<file path="src/rtl/sop_pkg.sv">
// rtl/sop_pkg.sv - shared types and defaults for the sop_feeder slice
// Purpose: default widths, the feeder state enum and the coefficient index type.
// Ports: none (package).
package sop_pkg;

  localparam int SIZE_2_DEF = 4;
  localparam int HOLD_DEF   = 4;
  // Hold counter width; covers the legal HOLD range 1..15.
  localparam int CNT_W      = 4;

  typedef enum logic {
    LOAD = 1'b0,
    RUN  = 1'b1
  } state_t;

  typedef logic [1:0] coef_idx_t;

endpackage

</file>
<file path="src/rtl/sop_feeder_if.sv">
// rtl/sop_feeder_if.sv - input word stream handshake for sop_feeder
// Purpose: groups the incoming word, its valid and the ready back-pressure.
// Ports: in_word (W bits), in_valid (producer to feeder), in_ready (feeder to producer).
// Modports: master = word producer, slave = sop_feeder.
interface sop_feeder_if #(
  parameter int W = 4
);

  logic [W-1:0] in_word;
  logic         in_valid;
  logic         in_ready;

  modport master (
    output in_word,
    output in_valid,
    input  in_ready
  );

  modport slave (
    input  in_word,
    input  in_valid,
    output in_ready
  );

endinterface

</file>
<file path="src/rtl/sop_hold_cnt.sv">
// rtl/sop_hold_cnt.sv - loadable down-counter with zero flag
// Purpose: times how long a sample is held before the next one may be taken.
// Ports: clk, rst (async, active high), load/load_val (load takes priority),
//        count (current value), zero (count is 0).
module sop_hold_cnt #(
  parameter int W = 4
) (
  input  logic         clk,
  input  logic         rst,
  input  logic         load,
  input  logic [W-1:0] load_val,
  output logic [W-1:0] count,
  output logic         zero
);

  always_ff @(posedge clk or posedge rst) begin
    if (rst) begin
      count <= '0;
    end else if (load) begin
      count <= load_val;
    end else if (count != '0) begin
      count <= count - 1'b1;
    end
  end

  assign zero = (count == '0);

endmodule

</file>
<file path="src/rtl/sop_feeder.sv">
// rtl/sop_feeder.sv - coefficient/sample feeder in front of the four-tap SOP
// Purpose: first four accepted words after reset or reload become C0..C3
//          (committed atomically); later words are samples driven on Data_in
//          and held for HOLD clocks.
// Ports: clk, rst (async, active high), in_s (word stream, slave side),
//        load_coef (reload request), Data_in (current sample),
//        C0..C3 (committed coefficients), out_valid (new-sample pulse),
//        coef_valid (a full set committed since reset).
module sop_feeder
  import sop_pkg::*;
#(
  parameter int SIZE_2 = SIZE_2_DEF,
  parameter int HOLD   = HOLD_DEF
) (
  input  logic              clk,
  input  logic              rst,
  sop_feeder_if.slave       in_s,
  input  logic              load_coef,
  output logic [SIZE_2-1:0] Data_in,
  output logic [SIZE_2-1:0] C0,
  output logic [SIZE_2-1:0] C1,
  output logic [SIZE_2-1:0] C2,
  output logic [SIZE_2-1:0] C3,
  output logic              out_valid,
  output logic              coef_valid
);

  localparam logic [CNT_W-1:0] HOLD_RELOAD = CNT_W'(HOLD - 1);

  state_t            state;
  coef_idx_t         idx;
  logic              pend_reload;
  logic [SIZE_2-1:0] shadow [3];

  logic [CNT_W-1:0]  cnt;
  logic              cnt_zero;
  logic              cnt_one;
  logic              accept;
  logic              cnt_load;

  // A reload request always blocks the word in the same cycle, so load_coef
  // wins over a simultaneous in_valid.
  assign in_s.in_ready = !rst && !load_coef &&
                         ((state == LOAD) || (cnt_zero && !pend_reload));

  assign accept   = in_s.in_valid && in_s.in_ready;
  assign cnt_load = accept && (state == RUN);
  assign cnt_one  = (cnt == CNT_W'(1));

  sop_hold_cnt #(
    .W (CNT_W)
  ) u_hold (
    .clk      (clk),
    .rst      (rst),
    .load     (cnt_load),
    .load_val (HOLD_RELOAD),
    .count    (cnt),
    .zero     (cnt_zero)
  );

  always_ff @(posedge clk or posedge rst) begin
    if (rst) begin
      state       <= LOAD;
      idx         <= '0;
      pend_reload <= 1'b0;
      shadow[0]   <= '0;
      shadow[1]   <= '0;
      shadow[2]   <= '0;
      C0          <= '0;
      C1          <= '0;
      C2          <= '0;
      C3          <= '0;
      Data_in     <= '0;
      out_valid   <= 1'b0;
      coef_valid  <= 1'b0;
    end else begin
      out_valid <= 1'b0;
      case (state)
        LOAD: begin
          if (load_coef) begin
            // Restart collection; partially written shadows are simply overwritten.
            idx <= '0;
          end else if (accept) begin
            idx <= idx + 2'd1;
            case (idx)
              2'd0: shadow[0] <= in_s.in_word;
              2'd1: shadow[1] <= in_s.in_word;
              2'd2: shadow[2] <= in_s.in_word;
              default: begin
                // Fourth word bypasses the shadow so all four land on one edge.
                C0         <= shadow[0];
                C1         <= shadow[1];
                C2         <= shadow[2];
                C3         <= in_s.in_word;
                coef_valid <= 1'b1;
                state      <= RUN;
              end
            endcase
          end
        end
        RUN: begin
          if (accept) begin
            Data_in   <= in_s.in_word;
            out_valid <= 1'b1;
          end else if (load_coef && cnt_zero) begin
            state <= LOAD;
            idx   <= '0;
          end else if ((load_coef || pend_reload) && cnt_one) begin
            // Hold expires on this edge: switch to LOAD as the counter hits 0.
            state       <= LOAD;
            idx         <= '0;
            pend_reload <= 1'b0;
          end else if (load_coef) begin
            pend_reload <= 1'b1;
          end
        end
      endcase
    end
  end

endmodule

</file>
<file path="src/flat_wrapper.sv">
// flat-port wrapper written by rule: the top's interface ports become plain ports
module sop_feeder_flat import sop_pkg::*;
#(
  parameter int SIZE_2 = SIZE_2_DEF,
  parameter int HOLD   = HOLD_DEF
)
  (clk, rst, load_coef, Data_in, C0, C1, C2, C3, out_valid, coef_valid, in_s_in_word, in_s_in_valid, in_s_in_ready);
  sop_feeder_if #(.W(4)) in_s_i ();
  input  logic clk;
  input  logic rst;
  input  logic load_coef;
  output logic [SIZE_2-1:0] Data_in;
  output logic [SIZE_2-1:0] C0;
  output logic [SIZE_2-1:0] C1;
  output logic [SIZE_2-1:0] C2;
  output logic [SIZE_2-1:0] C3;
  output logic out_valid;
  output logic coef_valid;
  input wire logic [$bits(in_s_i.in_word)-1:0] in_s_in_word;
  input wire logic [$bits(in_s_i.in_valid)-1:0] in_s_in_valid;
  output wire logic [$bits(in_s_i.in_ready)-1:0] in_s_in_ready;
  assign in_s_i.in_word = in_s_in_word;
  assign in_s_i.in_valid = in_s_in_valid;
  assign in_s_in_ready = in_s_i.in_ready;
  sop_feeder #(.SIZE_2(SIZE_2), .HOLD(HOLD)) u_core (.clk(clk), .rst(rst), .in_s(in_s_i), .load_coef(load_coef), .Data_in(Data_in), .C0(C0), .C1(C1), .C2(C2), .C3(C3), .out_valid(out_valid), .coef_valid(coef_valid));
endmodule
</file>
<file path="config.mk">
export PLATFORM = sky130hd
export DESIGN_NAME = sop_feeder_flat
export DESIGN_NICKNAME = d
export VERILOG_FILES = /design/src/rtl/sop_pkg.sv /design/src/rtl/sop_feeder_if.sv /design/src/rtl/sop_hold_cnt.sv /design/src/rtl/sop_feeder.sv /design/src/flat_wrapper.sv
export SDC_FILE = /design/constraint.sdc
export NUM_CORES = 1
export LEC_CHECK = 0
export CAP_MARGIN = 20
export CORE_MARGIN = 2
export CORE_UTILIZATION = 30
export CTS_BUF_LIST = sky130_fd_sc_hd__clkbuf_4
export DETAILED_ROUTE_END_ITERATION = 6
export GPL_ROUTABILITY_DRIVEN = 0
export GPL_TIMING_DRIVEN = 0
export HOLD_SLACK_MARGIN = 0.15
export MAX_ROUTING_LAYER = met4
export PLACE_DENSITY = 0.59
export SYNTH_ARGS = -nofsm -noshare
export SYNTH_HDL_FRONTEND = slang
export SYNTH_HIERARCHICAL = 1
export SYNTH_SLANG_ARGS = --single-unit
</file>
<file path="constraint.sdc">
create_clock -name clk -period 2.7 [get_ports clk]
set_input_delay 0.54 -clock clk [delete_from_list [all_inputs] [get_ports clk]]
set_output_delay 0.54 -clock clk [all_outputs]
set_load 0.02 [all_outputs]
</file>
Word-level counts from Yosys, hierarchy flattened
Index checks and enable logic that the tools add are counted.

storage, ports and cells
  output and inout bits = 23
  bits of input ports = 8
  flip-flop bits (word level) = 42
  logic and storage cells = 71

cells by class
  equality and inequality tests = 6
  bitwise logic cells = 5
  add/subtract/negate cells = 2
  mux-type cells = 19
  reductions and logical operators = 25

operator list
  operator                                                                  count
  4-bit AND reduction                                                       5
  1-bit 2-to-1 mux                                                          10
  2-bit 2-to-1 mux                                                          5
  4-bit 2-to-1 mux                                                          2
  1-bit logical AND                                                         7
  1-bit inverter                                                            5
  4-bit by 1-bit == test with 1-bit output (second input constant)          1
  4-bit logical NOT                                                         1
  2-bit one-hot mux with 2 select lines                                     1
  2-bit nonzero test                                                        2
  4-bit nonzero test                                                        1
  4-bit by 1-bit subtractor with 4-bit output (second input constant)       1
  1-bit logical NOT                                                         3
  3-bit by 2-bit inequality test with 1-bit output (second input constant)  1
  3-bit inequality test (second input constant)                             1
  3-bit AND reduction                                                       1
  3-bit OR reduction                                                        1
  2-bit by 1-bit adder with 2-bit output (second input constant)            1
  2-bit by 1-bit == test with 1-bit output (second input constant)          1
  2-bit == test (second input constant)                                     1
  2-bit logical NOT                                                         1
  1-bit logical OR                                                          2
  2-bit inequality test (second input constant)                             1
  1-bit one-hot mux with 2 select lines                                     1
  2-bit AND reduction                                                       1

Longest topological paths before layout
  word-level depth = 8
  depth in mapped cells = 10
  depth with buffers taken out = 8

Modules after synthesis
Netlist, hierarchy kept.

by module, submodules not included
  module        cells an instance  area an instance (um2)  sequential area each (um2)  times used
  sop_feeder    110                1,602.8                 950.9                       1
  sop_hold_cnt  23                 236.5                   100.1                       1

Worst setup path after synthesis
Ideal clock, no wire load.

  path type = register to register
  start = reg u_core.u_hold.count[0]
  end = reg u_core.u_hold.count[3]
  library setup time = 0.126 ns
  path buffers = 2
  arrival time = 2.214 ns
  data required time = 2.574 ns
  stages on the path, launching flop included = 11
  setup slack = 0.359 ns
  path through = dfrtp_1 inv_1 ha_1 nor3b_4 nand2b_1 or4_4 buf_6 inv_1 clkbuf_1 nor3_1 a221o_1

on the way
  cells in the longest elaborated chain, start to end = 7

RTL lines
  element                                                        line                text
  start: declaration                                             sop_hold_cnt.sv:12  output logic [W-1:0] count,
  start signal: assignment                                       sop_hold_cnt.sv:20  count <= load_val;
  start signal: assignment                                       sop_hold_cnt.sv:22  count <= count - 1'b1;
  4-bit logical NOT (*)                                          sop_hold_cnt.sv:26  assign zero = (count == '0);
  net u_core.cnt_zero                                            sop_feeder.sv:36    logic cnt_zero;
  1-bit logical AND (*)                                          sop_feeder.sv:44    ((state == LOAD) || (cnt_zero && !pend_reload));
  1-bit logical OR (*)                                           sop_feeder.sv:44
  1-bit logical AND (*)                                          sop_feeder.sv:43    assign in_s.in_ready = !rst && !load_coef &&
  1-bit logical AND (*)                                          sop_feeder.sv:46    assign accept = in_s.in_valid && in_s.in_ready;
  1-bit logical AND (*)                                          sop_feeder.sv:47    assign cnt_load = accept && (state == RUN);
  net u_core.cnt_load                                            sop_feeder.sv:39    logic cnt_load;
  4-bit 2-to-1 mux / 2-bit nonzero test (equally long branches)  --

The timed path passes the listed nets; every way through them passes the cells marked *. The select of a mux whose other input is x is not followed.
A chain may end at the register's enable or synchronous reset.

Worst setup path after layout
  start = reg u_core.u_hold.count[0]
  end = out in_s_in_ready

on the way
  cells in the longest elaborated chain, start to end = 4

RTL lines
  element              line                text
  4-bit logical NOT    sop_hold_cnt.sv:26
  net u_core.cnt_zero  sop_feeder.sv:36
  1-bit logical AND    sop_feeder.sv:44
  1-bit logical OR     sop_feeder.sv:44
  1-bit logical AND    sop_feeder.sv:43
  end: declaration     flat_wrapper.sv:21  output wire logic [$bits(in_s_i.in_ready)-1:0] in_s_in_ready;

The timed path passes the listed nets, and every way through them passes these cells.

==> impl_metrics.yaml <==
global_routing:
  grt_pass1_wl_um: 5880
  grt_pass1_vias: 1240
  grt_antenna_before_repair: 0
  overflow: 0
  grt.total_usage_pct: 11.9
  grt_max_degree: 26
detailed_routing:
  dr.pass1.iters: 2
  vias_per_cell: 4.59
  first_iter_violations: 31
  wire_per_inst_um: 14.1
  vias: 1144
  antenna_left: 0
  drt-total-wl_um: 3500
  drc: 0
timing:
  layout_setup_ws_ns: 0.165
  fin_setup_tns_ns: 0
  timing.final.crit_share_pct: 93.9
  whs_ns: 0.496
  slew_violations: 0
  fin_skew_ns: 0.0104
  relSlewSlack_pct: 57.5
  layout_min_cycle_time_ns: 2.54
  fmax_mhz: 394
  rsz0062_at_grt: "false"
  tightest_slew_ns: 0.636
  finalSetupViolCount: 0
  finalHoldViolations: 0
setup_path:
  cp.required_ns: 2.16
  crit_arrival_ns: 2.00
  crit_fanout: 4
  max_stage_delay_ns: 0.41
  endpoint_kind: "output pin"
  crit_type: "flip-flop to output pin"
  critPathSlowestCell: "dfrtp_1"
  timing.critical_path.cells: "inv_1 -> ha_1 -> nor3b_4 -> nand2b_1 -> a211oi_1 -> dlygate4sd1_1"
  start_kind: "flip-flop"
logic_synthesis:
  synth_top_area_share_pct: 57.1
  synthTopCellsByArea: "dfrtp_1 57%, mux2_2 18%, ha_1 3.4%"
  synth_seq_area_share_pct: 57.1
  syn_inst: 133
  yosysWarnings: 6
  syn_area_per_cell_um2: 13.8
  yosysUniqueCellTypes: 28
  ys_seq_elements: 42
  netlist_area_um2: 1840
  synth_area_leader_cell: "dfrtp_1"
clock_network:
  clk_pin_slew_ns: 0.13
  clock-sinks: 42
  cts_max_level: 2
  cts_made_buffers: 5
  holdBufCountCts: 0
  root_buffer: "clkbuf_4"
  cts_tree: "done"
  insertion_delay_ns: 0.35
  clock_path_buffers: 2
power_and_ir_drop:
  clkPwrFrac_pct: 27.8
  vdd_drop_max_mv: 0.409
  power_w: 0.00147
  cellLeakagePower_nw: 1.11
  powerDensity_nw_per_um2: 626
  power.share.combinational_pct: 20.4
  internal_power_w: 0.00108
  pwr-share-seq_pct: 51.8
  p_sw_w: 0.000394
  swShare_pct: 26.8
layout:
  drive_above_1_share_pct: 30.5
  finalNonFillerCells: 249
  final_nets: 186
  num_antenna_cells: 0
  area_growth_pct: 27.6
  fill_cells: 561
die:
  chipHeight_um: 82.3
  die_x_um: 82.3
  rows: 28
  pin_count: 31
  coreArea_um2: 5920
  start_util_pct: 31.1
  dieArea_um2: 6770
place:
  io_buffer_count: 29
  place_ws_ns: -0.112
  placed_cells: 240
  post-dp-hpwl_um: 2610
run_status:
  status: "finished, final reports clean"
run:
  cap_violations: 0
worst_hold_path:
  min_path_type: "flip-flop to flip-flop"
-- area by class of cell --
class,instances,area [µm²],area share [%]
timing repair buffer,31,324,13.8
sequential,42,1050,44.8
clock buffer,6,45.0,1.92
clock inverter,2,37.5,1.60
multi-input combinational,81,734,31.3
inverter,8,30.0,1.28
tap,75,93.8,4.00
buffer,4,31.3,1.33
-- cells in the final DEF (no fill, tap or decap), drive strengths merged --
cell           synthesis  final
clkinvlp               0      1
conb                   2      4
or4b                   1      1
o21ai                  3      3
ha                     5      5
dfrtp                 42     42
nand2b                 3      3
nor3b                  2      2
bufinv                 0      1
clkbuf                 2      8
xnor2                  1      1
or4                    1      1
a221o                  1      1
nand2                 11     11
nor2                   2      2
nand3                  4      4
o211ai                 3      3
buf                    2      4
clkdlybuf4s50          0     28
nor3                   2      2
nand4b                 1      1
nor4b                  1      1
mux2i                  1      1
mux2                  34     34
inv                    8      8
dlygate4sd1            0      1
a211oi                 1      1
-- through the flow --
step | instance area (µm²) | util [%]
after floorplan | 1850 | -
after global placement | 2230 | 37.7
after detailed placement | 2260 | 38.1
after CTS | 2350 | 39.6
after global routing | 2350 | 39.6
final | 2350 | 39.6
-- synthesized netlist by cell type, drive strengths merged --
cell type  instances
nor2               2
nand4b             1
nand2b             3
xnor2              1
dfrtp             42
nand2             11
a211oi             1
nor3b              2
nand3              4
or4b               1
inv                8
mux2i              1
nor3               2
o211ai             3
a221o              1
ha                 5
conb               2
or4                1
o21ai              3
mux2              34
nor4b              1
buf                2
clkbuf             2
-- worst max-delay path, delay by kind of cell (launching register included) --
kind / cells / cell delay [ns]
and+or+nand+nor: 2 / 0.30
AOI/OAI and AO/OA: 1 / 0.27
adders and majority gates: 1 / 0.22
DFF: 1 / 0.41
buffers and inverters: 2 / 0.44
-- per-layer routing --
| metal | wire length [µm] | GRT usage, % |
|---|---|---|
| met2 | 1840 | 20.5 |
| met3 | 144 | 3.15 |
| met5 | 0 | - |
| met1 | 1470 | 13.1 |
| met4 | 51 | 4.83 |
-- cells by family (layout without fill, tap and decap cells) --
logic type | Yosys count | in the layout | share of synthesized area (%)
buffers and inverters | 12 | 51 | 3.33
and+or+nand+nor | 28 | 28 | 10.1
muxes | 35 | 35 | 22.2
DFF | 42 | 42 | 57.1
other | 2 | 4 | 0.408
xor gates and xnor gates | 1 | 1 | 0.476
adders and majority gates | 5 | 5 | 3.40
AOI/OAI and AO/OA | 8 | 8 | 2.99
-- state kept, by name (all words and copies together), names as in the netlist --
name / flops
u_core/C0: 4
u_core/C1: 4
u_core/C2: 4
u_core/C3: 4
u_core/Data_in: 4
u_core/coef_valid: 1
u_core/idx: 2
u_core/out_valid: 1
u_core/pend_reload: 1
u_core/shadow: 12
u_core/state: 1
u_core/u_hold/count: 4
-- worst paths after layout --
check | startpoint | to | slack, ns | depth (start not counted)
hold reg to reg | u_core/coef_valid$_DFFE_PP0P_ | u_core/coef_valid$_DFFE_PP0P_ | 0.50 | 1
min in group asynchronous | rst | u_core/u_hold/count[2]$_DFFE_PP0P_ | 0.57 | 2
max in group asynchronous | rst | u_core/shadow[10]$_DFFE_PP0P_ | 1.39 | 3
setup reg to reg | u_core/u_hold/count[0]$_DFFE_PP0P_ | u_core/u_hold/count[3]$_DFFE_PP0P_ | 0.27 | 10
setup / recovery | u_core/u_hold/count[0]$_DFFE_PP0P_ | in_s_in_ready | 0.16 | 6
hold / removal | u_core/coef_valid$_DFFE_PP0P_ | u_core/coef_valid$_DFFE_PP0P_ | 0.50 | 1
-- power by group through the flow --
stage	sequential (W)	combinational, W	clock [W]
2_1_floorplan	0.000769	0.000207	0
3_3_place_gp	0.000768	0.000264	0
3_5_place_dp	0.000775	0.000294	0
4_1_cts	0.000762	0.000303	0.000426
5_1_grt	0.000774	0.000338	0.000449
6_report	0.000761	0.000299	0.000409
-- timing repair --
item,CTS,global route
buffers inserted,1,0
gates cloned,0,0
setup endpoints to repair,1,1
resized for setup,1,2
Power figures use the tool's default switching activity.
